## src/rtl/timer_sched_pkg.sv

```systemverilog
// Shared encodings for the timer scheduler: tick source numbering, sweep
// states and the bit positions of the fields inside a configuration word.
package timer_sched_pkg;

  localparam logic [1:0] SRC_1MS   = 2'd0;
  localparam logic [1:0] SRC_16MS  = 2'd1;
  localparam logic [1:0] SRC_125MS = 2'd2;
  localparam logic [1:0] SRC_1S    = 2'd3;

  typedef enum logic {IDLE, SWEEP} state_t;

  function automatic int cfgEnableBit(input int cntW);
    return cntW + 3;
  endfunction

  function automatic int cfgPeriodicBit(input int cntW);
    return cntW + 2;
  endfunction

  function automatic int cfgSrcLsb(input int cntW);
    return cntW;
  endfunction

endpackage

```

## src/rtl/timer_scheduler_strobe_sync.sv

```systemverilog
// Brings one slow-clock strobe into the LPC domain and turns its rising edge
// into a single-cycle tick.
module strobe_sync (
  input  logic i_clk,
  input  logic i_reset_n,
  input  logic i_strobe,
  output logic o_tick
);

  logic r_sync1;
  logic r_sync2;
  logic r_prev;

  always_ff @(posedge i_clk or negedge i_reset_n) begin
    if (!i_reset_n) begin
      r_sync1 <= 1'b0;
      r_sync2 <= 1'b0;
      r_prev  <= 1'b0;
    end else begin
      r_sync1 <= i_strobe;
      r_sync2 <= r_sync1;
      r_prev  <= r_sync2;
    end
  end

  assign o_tick = r_sync2 & ~r_prev;

endmodule

```

## src/rtl/timer_scheduler.sv

```systemverilog
// Multi-channel timer: synchronized strobe ticks are gathered into a pending
// set, then one shared decrementer sweeps every channel, one per cycle.
module timer_scheduler
  import timer_sched_pkg::*;
#(
  parameter  int NUM_CH = 4,
  parameter  int CNT_W  = 8,
  localparam int IDX_W  = $clog2(NUM_CH)
) (
  input  logic              LpcClock,
  input  logic              ResetN,
  input  logic              Strobe1ms,
  input  logic              Strobe16ms,
  input  logic              Strobe125ms,
  input  logic              Strobe1s,
  input  logic              CfgWr,
  input  logic [IDX_W-1:0]  CfgAddr,
  input  logic [CNT_W+3:0]  CfgData,
  output logic [NUM_CH-1:0] Expire,
  output logic [NUM_CH-1:0] Running
);

  localparam int EN_B  = cfgEnableBit(CNT_W);
  localparam int PER_B = cfgPeriodicBit(CNT_W);
  localparam int SRC_L = cfgSrcLsb(CNT_W);
  localparam logic [IDX_W-1:0] LAST_CH = IDX_W'(NUM_CH - 1);

  logic [3:0]       w_tick;
  state_t           r_state;
  logic [IDX_W-1:0] r_chIdx;
  logic [3:0]       r_pending;
  logic [3:0]       r_activeSrc;
  logic [CNT_W-1:0] r_count  [NUM_CH];
  logic [CNT_W-1:0] r_reload [NUM_CH];
  logic [1:0]       r_src    [NUM_CH];
  logic [NUM_CH-1:0] r_periodic;
  logic [NUM_CH-1:0] r_running;
  logic [NUM_CH-1:0] r_fresh;
  logic [NUM_CH-1:0] r_expire;

  strobe_sync u_sync1ms   (.i_clk(LpcClock), .i_reset_n(ResetN), .i_strobe(Strobe1ms),   .o_tick(w_tick[SRC_1MS]));
  strobe_sync u_sync16ms  (.i_clk(LpcClock), .i_reset_n(ResetN), .i_strobe(Strobe16ms),  .o_tick(w_tick[SRC_16MS]));
  strobe_sync u_sync125ms (.i_clk(LpcClock), .i_reset_n(ResetN), .i_strobe(Strobe125ms), .o_tick(w_tick[SRC_125MS]));
  strobe_sync u_sync1s    (.i_clk(LpcClock), .i_reset_n(ResetN), .i_strobe(Strobe1s),    .o_tick(w_tick[SRC_1S]));

  logic             w_cfgEn;
  logic             w_cfgPer;
  logic [1:0]       w_cfgSrc;
  logic [CNT_W-1:0] w_cfgReload;
  logic             w_addrOk;
  logic             w_start;
  logic             w_cfgHit;
  logic             w_visit;
  logic [CNT_W-1:0] w_curCount;
  logic             w_atOne;
  logic [CNT_W-1:0] w_nextCount;

  assign w_cfgEn     = CfgData[EN_B];
  assign w_cfgPer    = CfgData[PER_B];
  assign w_cfgSrc    = CfgData[SRC_L+1:SRC_L];
  assign w_cfgReload = CfgData[CNT_W-1:0];
  assign w_addrOk    = (32'(CfgAddr) < NUM_CH);
  assign w_start     = (r_state == IDLE) && (r_pending != 4'b0);

  // A config write to the channel under visit takes precedence over its decrement.
  assign w_cfgHit    = CfgWr && (CfgAddr == r_chIdx);
  assign w_visit     = (r_state == SWEEP) && r_running[r_chIdx] &&
                       r_activeSrc[r_src[r_chIdx]] && !r_fresh[r_chIdx] && !w_cfgHit;
  assign w_curCount  = r_count[r_chIdx];
  assign w_atOne     = (w_curCount == CNT_W'(1));
  assign w_nextCount = w_atOne ? r_reload[r_chIdx] : (w_curCount - CNT_W'(1));

  always_ff @(posedge LpcClock or negedge ResetN) begin
    if (!ResetN) begin
      r_state     <= IDLE;
      r_chIdx     <= '0;
      r_pending   <= '0;
      r_activeSrc <= '0;
      r_periodic  <= '0;
      r_running   <= '0;
      r_fresh     <= '0;
      r_expire    <= '0;
      for (int i = 0; i < NUM_CH; i++) begin
        r_count[i]  <= '0;
        r_reload[i] <= '0;
        r_src[i]    <= '0;
      end
    end else begin
      r_expire  <= '0;
      r_pending <= (w_start ? 4'b0 : r_pending) | w_tick;

      case (r_state)
        IDLE: begin
          if (w_start) begin
            r_state     <= SWEEP;
            r_activeSrc <= r_pending;
            r_chIdx     <= '0;
          end
        end
        SWEEP: begin
          if (r_chIdx == LAST_CH) begin
            r_state <= IDLE;
            r_chIdx <= '0;
          end else begin
            r_chIdx <= r_chIdx + 1'b1;
          end
        end
      endcase

      if (w_visit) begin
        r_count[r_chIdx] <= w_nextCount;
        if (w_atOne) begin
          r_expire[r_chIdx] <= 1'b1;
          if (!r_periodic[r_chIdx]) r_running[r_chIdx] <= 1'b0;
        end
      end

      if (CfgWr && w_addrOk) begin
        r_fresh[CfgAddr] <= 1'b1;
        if (w_cfgEn && (w_cfgReload != '0)) begin
          r_periodic[CfgAddr] <= w_cfgPer;
          r_src[CfgAddr]      <= w_cfgSrc;
          r_reload[CfgAddr]   <= w_cfgReload;
          r_count[CfgAddr]    <= w_cfgReload;
          r_running[CfgAddr]  <= 1'b1;
        end else begin
          r_running[CfgAddr]  <= 1'b0;
        end
      end

      // Newly written channels wait for the next sweep before counting.
      if (w_start) r_fresh <= '0;
    end
  end

  assign Expire  = r_expire;
  assign Running = r_running;

endmodule

```

## config.mk

```make
export PLATFORM = sky130hd
export DESIGN_NAME = timer_scheduler
export DESIGN_NICKNAME = d
export VERILOG_FILES = /design/src/rtl/timer_sched_pkg.sv /design/src/rtl/timer_scheduler_strobe_sync.sv /design/src/rtl/timer_scheduler.sv
export SDC_FILE = /design/constraint.sdc
export NUM_CORES = 1
export LEC_CHECK = 0
export ABC_AREA = 1
export BUFFER_PORTS_ARGS = -buffer_cell sky130_fd_sc_hd__buf_2
export CAP_MARGIN = 20
export CELL_PAD_IN_SITES_DETAIL_PLACEMENT = 0
export CELL_PAD_IN_SITES_GLOBAL_PLACEMENT = 1
export CORE_MARGIN = 5
export CORE_UTILIZATION = 40
export DETAILED_ROUTE_END_ITERATION = 8
export PLACE_DENSITY = 0.71
export SLEW_MARGIN = 20
export SYNTH_ARGS = -nofsm -noshare
export SYNTH_HDL_FRONTEND = slang
export SYNTH_SLANG_ARGS = --single-unit
export TNS_END_PERCENT = 10
```

## constraint.sdc

```tcl
create_clock -name LpcClock -period 1.85 [get_ports LpcClock]
set_input_delay 0.37 -clock LpcClock [delete_from_list [all_inputs] [get_ports LpcClock]]
set_output_delay 0.37 -clock LpcClock [all_outputs]
set_load 0.02 [all_outputs]
```

==> impl_metrics.tcl <==
set metrics [dict create \
    crit_required_ps 2110 \
    critPathSlowestCell "dfrtp_2" \
    yosys_warnings 0 \
    grt_use_total_pct 20.5 \
    synth-seq-cells 111 \
    cts_tree "built" \
    clockRootBuffer "clkbuf_16" \
    cts_num_sinks 111 \
    grt_setup_unrepaired "true" \
    tightest_slew_ps 358 \
    cap_violations 0 \
    ir_drop_mv 0.704 \
    wl_per_cell_um 16.5 \
    worst_slack_ps -144 \
    area_growth_pct 23.7 \
    hold_viol_final 0 \
    cp.arrival_ps 2250 \
    grt_overflow_total 0 \
    rows 43 \
    ios 29 \
    final_cell_area_sq_mm 0.00690 \
    reg2reg_depth 16 \
    path_clk_slew_ps 80 \
    finalNetCount 804 \
    max_slew_margin_pct 76.1 \
    die_width_um 128 \
    finalSetupViolCount 36 \
    start_util_pct 40.5 \
    cts_inserted_buffers 9 \
    cp_max_fo 8 \
    dp_hpwl_mm 11.4 \
    drtAntennaViolNets 0 \
    cp-start-kind "flip-flop" \
    io_buffers 28 \
    yosysUniqueCellTypes 34 \
    wl_mm 15.9 \
    ys_seq_area_share_pct 49.8 \
    drtPass1Iterations 6 \
    layout_common_cells "181 x nand2_1, 110 x dfrtp_1, 93 x inv_1" \
    dieHeight_um 128 \
    maxSlewViolCount 0 \
    core_area_sq_mm 0.0138 \
    viasPerCell 5.09 \
    die_area_sq_mm 0.0164 \
    ctsLongestPathBuffers 2 \
    grt_pass1_vias 4929 \
    finalCritPeriodShare_pct 108 \
    total_power_w 0.0114 \
    violations "setup timing" \
    gp_congestion 0.906 \
    leakagePower_nw 3.48 \
    vias 4892 \
    fmax_mhz 502 \
    cp_cell_sequence "buf_6 -> nand2_1 -> nand3_2 -> nand2_2 -> inv_2 -> ha_4 -> inv_2 -> nor2_4 -> nand2_4 -> buf_4 -> nand2_2 -> nand2_2 -> nand2_1 -> nand3_2 -> nand2_1 -> inv_1" \
    first_iter_violations 320 \
    worstHoldPathType "input pin to flip-flop" \
    grt_max_degree 62 \
    p_per_area_mw_per_mm2 1650 \
    status "complete, but fails checks" \
    nFillCells 1375 \
    skew_ps 12.3 \
    placed_cell_area_sq_mm 0.00637 \
    stdcell_count 962 \
    clock_latency_ps 360 \
    crit_path_max_incr_delay_ps 450 \
    hold_slack_ps 108 \
    synth.cell_area_sq_mm 0.00558 \
    antenna_found_initial 0 \
    grt_pass1_wl_mm 26.2 \
    cpLargestDelayFamily "simple AND/OR/NAND/NOR gates" \
    critical_path_class "flip-flop to flip-flop" \
    worst-path-buf-inv 5 \
    cp.depth 16 \
    worstHoldPathCells 1 \
    syn_area_per_cell_sq_um 8.02 \
    fin_crit_ps 1990 \
    dp.cells 940 \
    drcViolationCount 0 \
    drive_gt1_share_pct 23.1 \
    antenna_cells 0 \
    htree_levels 3 \
    crit_path_end_kind "flip-flop" \
    syn_nets 723 \
    syn_inst 696 \
    layout_commonest_cell "nand2_1" \
]
-- worst register-to-register path: stages (launching register included) --
cell and delay [ps]:
dfrtp_2 450, buf_6 160, nand2_1 70, nand3_2 60, nand2_2 80, inv_2 90
ha_4 130, inv_2 40, nor2_4 150, nand2_4 130, buf_4 160, nand2_2 50
nand2_2 80, nand2_1 90, nand3_2 70, nand2_1 60, inv_1 40
-- layout make-up --
| class | count | area, sq um | area share (%) |
|---|---|---|---|
| Clock buffer | 9 | 225 | 3.26 |
| Clock inverter | 7 | 73.8 | 1.07 |
| Inverter | 105 | 424 | 6.15 |
| Multi-Input combinational cell | 459 | 2390 | 34.7 |
| Sequential cell | 111 | 2780 | 40.3 |
| Tap cell | 180 | 225 | 3.26 |
| Timing Repair Buffer | 91 | 777 | 11.3 |
-- report_power, final --
part | switching (W) | internal (W)
registers | 0.000424 | 0.00316
logic | 0.00346 | 0.00235
clock network | 0.00101 | 0.000961
-- timing repair --
action / 4_1_cts / 5_1_grt
setup buffers: 4 / 0
gates resized for setup: 41 / 12
endpoints found under the setup margin: 40 / 40
hold endpoints to repair: 7 / 0
hold buffers: 1 / 0
pin swaps: 11 / 4
cloned: 1 / 0
-- stage by stage --
stage               utilization [%]  setup WS, ps  setup TNS, ps
global placement               46.2          -271          -6400
finish                         50.1          -144          -3030
global route                   50.1          -293          -8380
CTS                            49.8          -129          -2800
detailed placement             46.2          -293          -7550
floorplan                         -          2.69              0
-- cell usage after synthesis --
library cell | count | area share, %
a32o_1 | 1 | 0.18
inv_1 | 97 | 6.5
inv_2 | 4 | 0.27
ha_1 | 6 | 1.3
nand2_2 | 13 | 1.5
nand2_4 | 2 | 0.40
o22ai_1 | 5 | 0.56
or2_2 | 1 | 0.11
clkbuf_1 | 5 | 0.34
o21ai_0 | 32 | 2.9
buf_6 | 6 | 1.2
buf_2 | 9 | 0.81
clkinv_4 | 4 | 0.63
a21oi_1 | 60 | 5.4
buf_4 | 2 | 0.27
nand3b_1 | 3 | 0.40
nor3_1 | 4 | 0.36
nand3_1 | 49 | 4.4
nor2_1 | 43 | 2.9
o21ai_1 | 7 | 0.63
nor2_8 | 1 | 0.36
dfrtp_1 | 111 | 50
o21a_1 | 12 | 1.6
nand3_4 | 4 | 1.3
nand2_1 | 197 | 13
nor4_1 | 3 | 0.34
o21bai_1 | 1 | 0.13
nor2_4 | 4 | 0.81
xor2_1 | 1 | 0.16
nand3_2 | 2 | 0.36
xnor2_1 | 1 | 0.16
o211ai_1 | 1 | 0.13
a22o_1 | 1 | 0.16
nor2_2 | 4 | 0.45
-- cells by family (layout without fill, tap and decap cells) --
logic type      Yosys count  count (layout)  synth area share, %
xor+xnor                  2               2                0.314
compound gates          120             120                 11.7
fa+ha+maj                 6               6                 1.35
simple gates            330             331                 26.8
flops                   111             111                 49.8
buf+inv                 127             212                 10.0
-- layer usage --
layer | vias to the layer above | global-route usage (%) | part of all wire (%)
met5 | - | 0 | 0
li1 | 2355 | - | -
met2 | 134 | 34.0 | 48
met4 | 0 | 4.74 | 1.3
met3 | 24 | 4.00 | 5.0
met1 | 2379 | 27.9 | 45
-- path summary, 6_finish.rpt --
path	from	end	slack [ps]
worst min register to register	u_sync16ms.r_sync1	u_sync16ms.r_sync2	360
max in group asynchronous	ResetN	r_count[20]	900
worst max register to register	r_chIdx[0]	r_count[17]	-140
worst max-delay path	r_chIdx[0]	r_count[17]	-140
worst min-delay path	Strobe16ms	u_sync16ms.r_sync1	110
min in group asynchronous	ResetN	u_sync1ms.r_sync1	370
-- flip-flops by register name, summed over array words and instances, names as in the netlist, 2 cells and up --
signal / flops
r_fresh: 4
r_pending: 4
Running: 4
r_periodic: 4
Expire: 4
r_chIdx: 2
r_reload: 32
r_src: 8
r_activeSrc: 4
r_count: 32
No activity file was read; power rests on OpenSTA's default activity.
